**config.mk**
```make
export PLATFORM = sky130hd
export DESIGN_NAME = dpd_lut_cfg_ctrl
export DESIGN_NICKNAME = d
export VERILOG_FILES = /design/src/rtl/dpd_lut_cfg_pkg.sv /design/src/rtl/dpd_lut_rd_pipe.sv /design/src/rtl/dpd_lut_cfg_ctrl.sv
export SDC_FILE = /design/constraint.sdc
export NUM_CORES = 1
export LEC_CHECK = 0
export ABC_CLOCK_PERIOD_IN_PS = 1700
export CAP_MARGIN = 20
export CORE_UTILIZATION = 38
export CTS_CLUSTER_SIZE = 40
export DETAILED_ROUTE_END_ITERATION = 8
export GPL_TIMING_DRIVEN = 0
export PLACE_DENSITY = 0.8
export SYNTH_ARGS = -nofsm -noshare
export SYNTH_HDL_FRONTEND = slang
export SYNTH_SLANG_ARGS = --single-unit
export TNS_END_PERCENT = 50
```
**constraint.sdc**
```tcl
create_clock -name clk -period 1.7 [get_ports clk]
set_input_delay 0.425 -clock clk [delete_from_list [all_inputs] [get_ports clk]]
set_output_delay 0.425 -clock clk [all_outputs]
set_load 0.01 [all_outputs]
```
**src/rtl/dpd_lut_cfg_pkg.sv**
```systemverilog
// Shared definitions for the DPD LUT configuration-port controller.
//   state_e             : controller FSM states (encoding also seen on dbg_state)
//   RD_LATENCY_MIN/MAX  : legal range of the LUT read latency parameter
package dpd_lut_cfg_pkg;

    typedef enum logic [2:0] {
        ST_IDLE = 3'd0,
        ST_WR   = 3'd1,
        ST_RD   = 3'd2,
        ST_LOAD = 3'd3,
        ST_DONE = 3'd4
    } state_e;

    localparam int RD_LATENCY_MIN = 1;
    localparam int RD_LATENCY_MAX = 4;

endpackage

```
**src/rtl/dpd_lut_rd_pipe.sv**
```systemverilog
// Read-latency tracker: delays the read-strobe marker by RD_LATENCY cycles so
// the controller knows the cycle in which lut_dout carries the requested word.
//   clk_i      : clock
//   rst_i      : synchronous active-high reset (drops any read in flight)
//   issue_i    : high in the cycle the LUT read strobe is on the port
//   capture_o  : high in the cycle lut_dout is valid for that read
module dpd_lut_rd_pipe
    import dpd_lut_cfg_pkg::*;
#(
    parameter int RD_LATENCY = 2
) (
    input  logic clk_i,
    input  logic rst_i,
    input  logic issue_i,
    output logic capture_o
);

    if (RD_LATENCY < RD_LATENCY_MIN || RD_LATENCY > RD_LATENCY_MAX) begin : g_bad_latency
        $error("dpd_lut_rd_pipe: RD_LATENCY out of range");
    end

    logic [RD_LATENCY-1:0] pipe_q;

    always_ff @(posedge clk_i) begin
        if (rst_i) begin
            pipe_q <= '0;
        end else begin
            pipe_q[0] <= issue_i;
            for (int i = 1; i < RD_LATENCY; i++) begin
                pipe_q[i] <= pipe_q[i-1];
            end
        end
    end

    assign capture_o = pipe_q[RD_LATENCY-1];

endmodule

```
**src/rtl/dpd_lut_cfg_ctrl.sv**
```systemverilog
// Configuration-port sequencer for the DPD actuator LUT. Arbitrates between a
// host single-access port and a bulk-load stream and drives the LUT port-C
// strobes, absorbing the LUT read latency. All outputs are registered.
// Ports:
//   clk, rst                        : clock, synchronous active-high reset
//   cmd_valid/cmd_ready/cmd_we/
//   cmd_addr/cmd_wdata              : host command (valid/ready)
//   rsp_valid/rsp_rdata             : read response pulse, data held after
//   load_start/load_base/load_len   : bulk-load request (taken in IDLE only)
//   s_valid/s_ready/s_data          : bulk data stream (valid/ready)
//   load_done/load_err              : bulk completion / rejected-start pulses
//   busy                            : controller not in IDLE
//   lut_en/lut_we/lut_addr/lut_din  : LUT enc/wec/addrc/dinc
//   lut_dout                        : LUT doutc
//   dbg_state                       : current FSM state (state_e encoding)
// Handshakes: a transfer happens in a cycle where valid && ready are both high;
// valid may rise without waiting for ready, ready never depends on valid.
module dpd_lut_cfg_ctrl
    import dpd_lut_cfg_pkg::*;
#(
    parameter int DATA_WIDTH = 32,
    parameter int ADDR_WIDTH = 3,
    parameter int RD_LATENCY = 2
) (
    input  logic                  clk,
    input  logic                  rst,
    input  logic                  cmd_valid,
    output logic                  cmd_ready,
    input  logic                  cmd_we,
    input  logic [ADDR_WIDTH-1:0] cmd_addr,
    input  logic [DATA_WIDTH-1:0] cmd_wdata,
    output logic                  rsp_valid,
    output logic [DATA_WIDTH-1:0] rsp_rdata,
    input  logic                  load_start,
    input  logic [ADDR_WIDTH-1:0] load_base,
    input  logic [ADDR_WIDTH:0]   load_len,
    input  logic                  s_valid,
    output logic                  s_ready,
    input  logic [DATA_WIDTH-1:0] s_data,
    output logic                  load_done,
    output logic                  load_err,
    output logic                  busy,
    output logic                  lut_en,
    output logic                  lut_we,
    output logic [ADDR_WIDTH-1:0] lut_addr,
    output logic [DATA_WIDTH-1:0] lut_din,
    input  logic [DATA_WIDTH-1:0] lut_dout,
    output logic [2:0]            dbg_state
);

    localparam int CNT_W = ADDR_WIDTH + 1;

    state_e                state_q, state_d;
    logic [CNT_W-1:0]      cnt_q, cnt_d;
    logic [ADDR_WIDTH-1:0] ptr_q, ptr_d;
    logic                  cmd_ready_q, cmd_ready_d;
    logic                  s_ready_q, s_ready_d;
    logic                  lut_en_q, lut_en_d;
    logic                  lut_we_q, lut_we_d;
    logic [ADDR_WIDTH-1:0] lut_addr_q, lut_addr_d;
    logic [DATA_WIDTH-1:0] lut_din_q, lut_din_d;
    logic                  rsp_valid_q, rsp_valid_d;
    logic [DATA_WIDTH-1:0] rsp_rdata_q, rsp_rdata_d;
    logic                  load_done_q, load_done_d;
    logic                  load_err_q, load_err_d;
    logic                  busy_q;
    logic                  capture;

    // Marks the LUT read strobe as it leaves on the port; capture rises when
    // the matching word is on lut_dout.
    dpd_lut_rd_pipe #(
        .RD_LATENCY(RD_LATENCY)
    ) u_rd_pipe (
        .clk_i     (clk),
        .rst_i     (rst),
        .issue_i   (lut_en_q & ~lut_we_q),
        .capture_o (capture)
    );

    always_comb begin
        state_d     = state_q;
        cnt_d       = cnt_q;
        ptr_d       = ptr_q;
        cmd_ready_d = 1'b0;
        s_ready_d   = 1'b0;
        lut_en_d    = 1'b0;
        lut_we_d    = 1'b0;
        lut_addr_d  = '0;
        lut_din_d   = '0;
        rsp_valid_d = 1'b0;
        rsp_rdata_d = rsp_rdata_q;
        load_done_d = 1'b0;
        load_err_d  = load_start && (state_q != ST_IDLE);

        case (state_q)
            ST_IDLE: begin
                if (load_start) begin
                    // Bulk load wins; a simultaneous host command stays
                    // pending because cmd_ready drops until after DONE.
                    cnt_d = load_len;
                    ptr_d = load_base;
                    if (load_len == '0) begin
                        state_d = ST_DONE;
                    end else begin
                        state_d   = ST_LOAD;
                        s_ready_d = 1'b1;
                    end
                end else if (cmd_valid && cmd_ready_q) begin
                    lut_en_d   = 1'b1;
                    lut_we_d   = cmd_we;
                    lut_addr_d = cmd_addr;
                    lut_din_d  = cmd_we ? cmd_wdata : '0;
                    state_d    = cmd_we ? ST_WR : ST_RD;
                end else begin
                    cmd_ready_d = 1'b1;
                end
            end
            ST_WR: begin
                state_d     = ST_IDLE;
                cmd_ready_d = 1'b1;
            end
            ST_RD: begin
                if (capture) begin
                    rsp_valid_d = 1'b1;
                    rsp_rdata_d = lut_dout;
                    state_d     = ST_IDLE;
                    cmd_ready_d = 1'b1;
                end
            end
            ST_LOAD: begin
                s_ready_d = 1'b1;
                if (s_valid && s_ready_q) begin
                    lut_en_d   = 1'b1;
                    lut_we_d   = 1'b1;
                    lut_addr_d = ptr_q;
                    lut_din_d  = s_data;
                    // Pointer wraps naturally at the table depth.
                    ptr_d      = ptr_q + ADDR_WIDTH'(1);
                    cnt_d      = cnt_q - CNT_W'(1);
                    if (cnt_q == CNT_W'(1)) begin
                        state_d   = ST_DONE;
                        s_ready_d = 1'b0;
                    end
                end
            end
            ST_DONE: begin
                load_done_d = 1'b1;
                state_d     = ST_IDLE;
                cmd_ready_d = 1'b1;
            end
            default: begin
                state_d = ST_IDLE;
            end
        endcase
    end

    always_ff @(posedge clk) begin
        if (rst) begin
            state_q     <= ST_IDLE;
            cnt_q       <= '0;
            ptr_q       <= '0;
            cmd_ready_q <= 1'b0;
            s_ready_q   <= 1'b0;
            lut_en_q    <= 1'b0;
            lut_we_q    <= 1'b0;
            lut_addr_q  <= '0;
            lut_din_q   <= '0;
            rsp_valid_q <= 1'b0;
            rsp_rdata_q <= '0;
            load_done_q <= 1'b0;
            load_err_q  <= 1'b0;
            busy_q      <= 1'b0;
        end else begin
            state_q     <= state_d;
            cnt_q       <= cnt_d;
            ptr_q       <= ptr_d;
            cmd_ready_q <= cmd_ready_d;
            s_ready_q   <= s_ready_d;
            lut_en_q    <= lut_en_d;
            lut_we_q    <= lut_we_d;
            lut_addr_q  <= lut_addr_d;
            lut_din_q   <= lut_din_d;
            rsp_valid_q <= rsp_valid_d;
            rsp_rdata_q <= rsp_rdata_d;
            load_done_q <= load_done_d;
            load_err_q  <= load_err_d;
            busy_q      <= (state_d != ST_IDLE);
        end
    end

    assign cmd_ready = cmd_ready_q;
    assign s_ready   = s_ready_q;
    assign lut_en    = lut_en_q;
    assign lut_we    = lut_we_q;
    assign lut_addr  = lut_addr_q;
    assign lut_din   = lut_din_q;
    assign rsp_valid = rsp_valid_q;
    assign rsp_rdata = rsp_rdata_q;
    assign load_done = load_done_q;
    assign load_err  = load_err_q;
    assign busy      = busy_q;
    assign dbg_state = 3'(state_q);

endmodule

```
==> results.sh, run 1 <==
export IMPL_h_tree_depth=3
export IMPL_ys_seq_elements=87
export IMPL_grt_pass1_wl_um=14500
export IMPL_clock_sinks=87
export IMPL_synth_fp_nets=486
export IMPL_nFillCells=681
export IMPL_ios=190
export IMPL_dp_hpwl_um=7760
export IMPL_postSynthCellCount=371
export IMPL_critical_path_required_ps=1270
export IMPL_avgSynthCellArea_um2=8.84
export IMPL_post_route_util_pct=68.3
export IMPL_r2r_end="cnt_q[0]"
export IMPL_max_freq_mhz=602
export IMPL_start_util_pct=39.5
export IMPL_powerDensity_nw_per_um2=807
export IMPL_cp_data_arrival_time_ps=1240
export IMPL_nets=686
export IMPL_setup_violations_final=0
export IMPL_async_flop_share_pct=0
export IMPL_dpl_instance_area_um2=5290
export IMPL_coreArea_um2=8300
export IMPL_wl_met3_um=965
export IMPL_avgViaCountPerCell=4.91
export IMPL_drtIter0Drc=74
export IMPL_hold_path_class="reg2reg"
export IMPL_ant_nets=0
export IMPL_start_kind="register"
export IMPL_cap_violations=0
export IMPL_path_clk_slew_ps=80
export IMPL_end_kind="output pin"
export IMPL_avgRoutedWirePerCell_um=14.6
export IMPL_hold_viol=0
export IMPL_peakVddDrop_uv=398
export IMPL_place_port_buffers=188
export IMPL_power_leakage_nw=2.25
export IMPL_wl_met2_um=4980
export IMPL_seq_area_um2=1750
export IMPL_fin_area_um2=5670
export IMPL_cts_root_buf="clkbuf_8"
export IMPL_drive_gt1_share_pct=10.4
export IMPL_r2r_cells=5
export IMPL_holdCritStartpoint="lut_we"
export IMPL_setup_ws_ps=37.9
export IMPL_syn_cell_area_um2=3280
export IMPL_synth_warnings=0
export IMPL_path_max_fanout=1
export IMPL_n_antenna_cell=0
export IMPL_grt_use_total_pct=21.2
export IMPL_grt_ovfl_total=0
export IMPL_layout_commonest_cell="clkdlybuf4s50_1"
export IMPL_cpPeakStageDelay_ps=550
export IMPL_status="finished, final reports clean"
export IMPL_cts_made_buffers=9
export IMPL_insertion_delay_ps=340
export IMPL_slew_headroom_pct=62.2
export IMPL_place_congestion=0.846
export IMPL_drc=0
export IMPL_path_buf_inv=1
export IMPL_dieHeight_um=94.9
export IMPL_min_to="u_rd_pipe.pipe_q[0]"
export IMPL_dieArea_um2=9010
export IMPL_die_w_um=94.9
export IMPL_fin_crit_sh_pct=97.8
export IMPL_slew_violations=0
export IMPL_r2r_start="dbg_state[1]"
export IMPL_rrSetupSlack_ps=80
export IMPL_min_period_ps=1660
export IMPL_cts_tree="yes"
export IMPL_clock_skew_final_ps=7.09
export IMPL_seq_area_frac_synth_pct=53.1
export IMPL_vias=3341
export IMPL_grt_max_degree=15
export IMPL_tightest_slew_ps=563
export IMPL_crit_family="buffers and inverters"
export IMPL_antenna_found_initial=0
export IMPL_crit_path_cell_trace="clkdlybuf4s50_1"
export IMPL_num_rows=33
export IMPL_worstSetupPathType="reg2out"
export IMPL_post_place_ws_ps=-495
export IMPL_synthDistinctLibCells=43
export IMPL_ys_flop_type="dfxtp_1"
export IMPL_dp_cells=664
export IMPL_first_pass_iters=4
export IMPL_multiInputGateArea_um2=1430
export IMPL_finalWirelength_um=9960
export IMPL_maxUsedRoutingLayer="met4"
export IMPL_met1_length_um=3890
export IMPL_syn_to_final_growth_pct=72.8
export IMPL_crit_path_top_delay_cell="clkdlybuf4s50_1"
export IMPL_cts_max_path_buffers=2
export IMPL_power_w=0.00457
export IMPL_layout_common_cells="clkdlybuf4s50_1 (172), dfxtp_1 (84), nand2_1 (73), nor2_1 (49), a21oi_1 (43)"
export IMPL_synth_edf_count=0
export IMPL_rsz0062_at_grt="false"
export IMPL_whs_path_depth=1
export IMPL_stdcell_count=681
export IMPL_first_global_vias=3133
## synth_stat cells, drive strengths merged (2+ instances only)
master	number	share of area, %
a21oi	43	6.6
a221oi	2	0.53
a22oi	35	8.5
and2	3	0.57
buf	10	2.2
clkbuf	17	1.9
dfxtp	87	53
ha	3	1.1
inv	2	0.23
nand2	73	8.4
nand2b	2	0.38
nand3	3	0.46
nand3b	2	0.84
nor2	51	5.9
nor3	5	0.76
nor3b	4	0.92
nor4b	4	1.7
o21ai	8	1.7
or3	3	0.72
## cell type report
cell class                      count  area share (%)
Buffer                             25            3.03
Clock buffer                       11            2.50
Clock inverter                      5            1.86
Inverter                            2           0.133
Multi-Input combinational cell    255            25.2
Sequential cell                    87            30.8
Tap cell                          105            2.32
Timing Repair Buffer              191            34.2
## where the power goes
group / total, W / internal [W] / switching, W
Sequential: 0.00212 / 0.00209 / 0.0000351
Combinational: 0.000709 / 0.000406 / 0.000304
Clock: 0.00174 / 0.00102 / 0.000722
Total: 0.00457 / 0.00351 / 0.00106
## per-stage QoR
stage,hold WS [ps],TNS (ps)
3_5_place_dp,409,-26080
2_1_floorplan,414,0
6_report,418,0
3_3_place_gp,408,-24740
4_1_cts,400,-9.77
5_1_grt,422,0
## metal layers
| metal | track usage, % | vias up |
|---|---|---|
| met2 | 38.8 | 140 |
| met4 | 6.82 | 0 |
| met1 | 22.0 | 1519 |
| li1 | - | 1670 |
| met5 | 0 | - |
| met3 | 8.45 | 12 |
## sequential cells by signal, summed over array words and instances (netlist names), 2 cells and up
register	cells
lut_addr	3
lut_din	32
dbg_state	3
rsp_rdata	32
cnt_q	4
u_rd_pipe.pipe_q	2
ptr_q	3
## what timing repair did
item | 4_1_cts | 5_1_grt
resized for setup | 16 | 45
endpoints found under the setup margin | 73 | 86
hold buffers | 0 | 0
buffers inserted | 1 | 2
pin swaps | 1 | 5
## how the worst max path moves through the flow
stage	startpoint	slack (ps)	depth (start not counted)	endpoint
after global placement	s_valid	-440	6	lut_din[13]
after detailed placement	s_valid	-490	6	lut_din[7]
after floorplan	load_start	110	5	cnt_q[0]
after global routing	rsp_rdata[7]	2	1	rsp_rdata[7]
after CTS	dbg_state[0]	-7	7	rsp_rdata[16]
final	lut_din[24]	40	1	lut_din[24]
## kinds of logic (layout without fill, tap and decap cells)
logic type	after synthesis	after routing	synth area share [%]
and+or+nand+nor	156	156	22.1
buffers and inverters	29	234	4.35
DFF	87	87	53.1
adders and majority gates	3	3	1.14
muxes	1	1	0.343
AOI/OAI and AO/OA	95	95	18.9
Note: power is estimated with default switching activity, not from simulation.
==> run 2, diff against run 1 <==
SLEW_MARGIN = 20   (was unset)
==> results of run 2 <==
No change in the layout: final DEF, timing and power equal those of run 1.
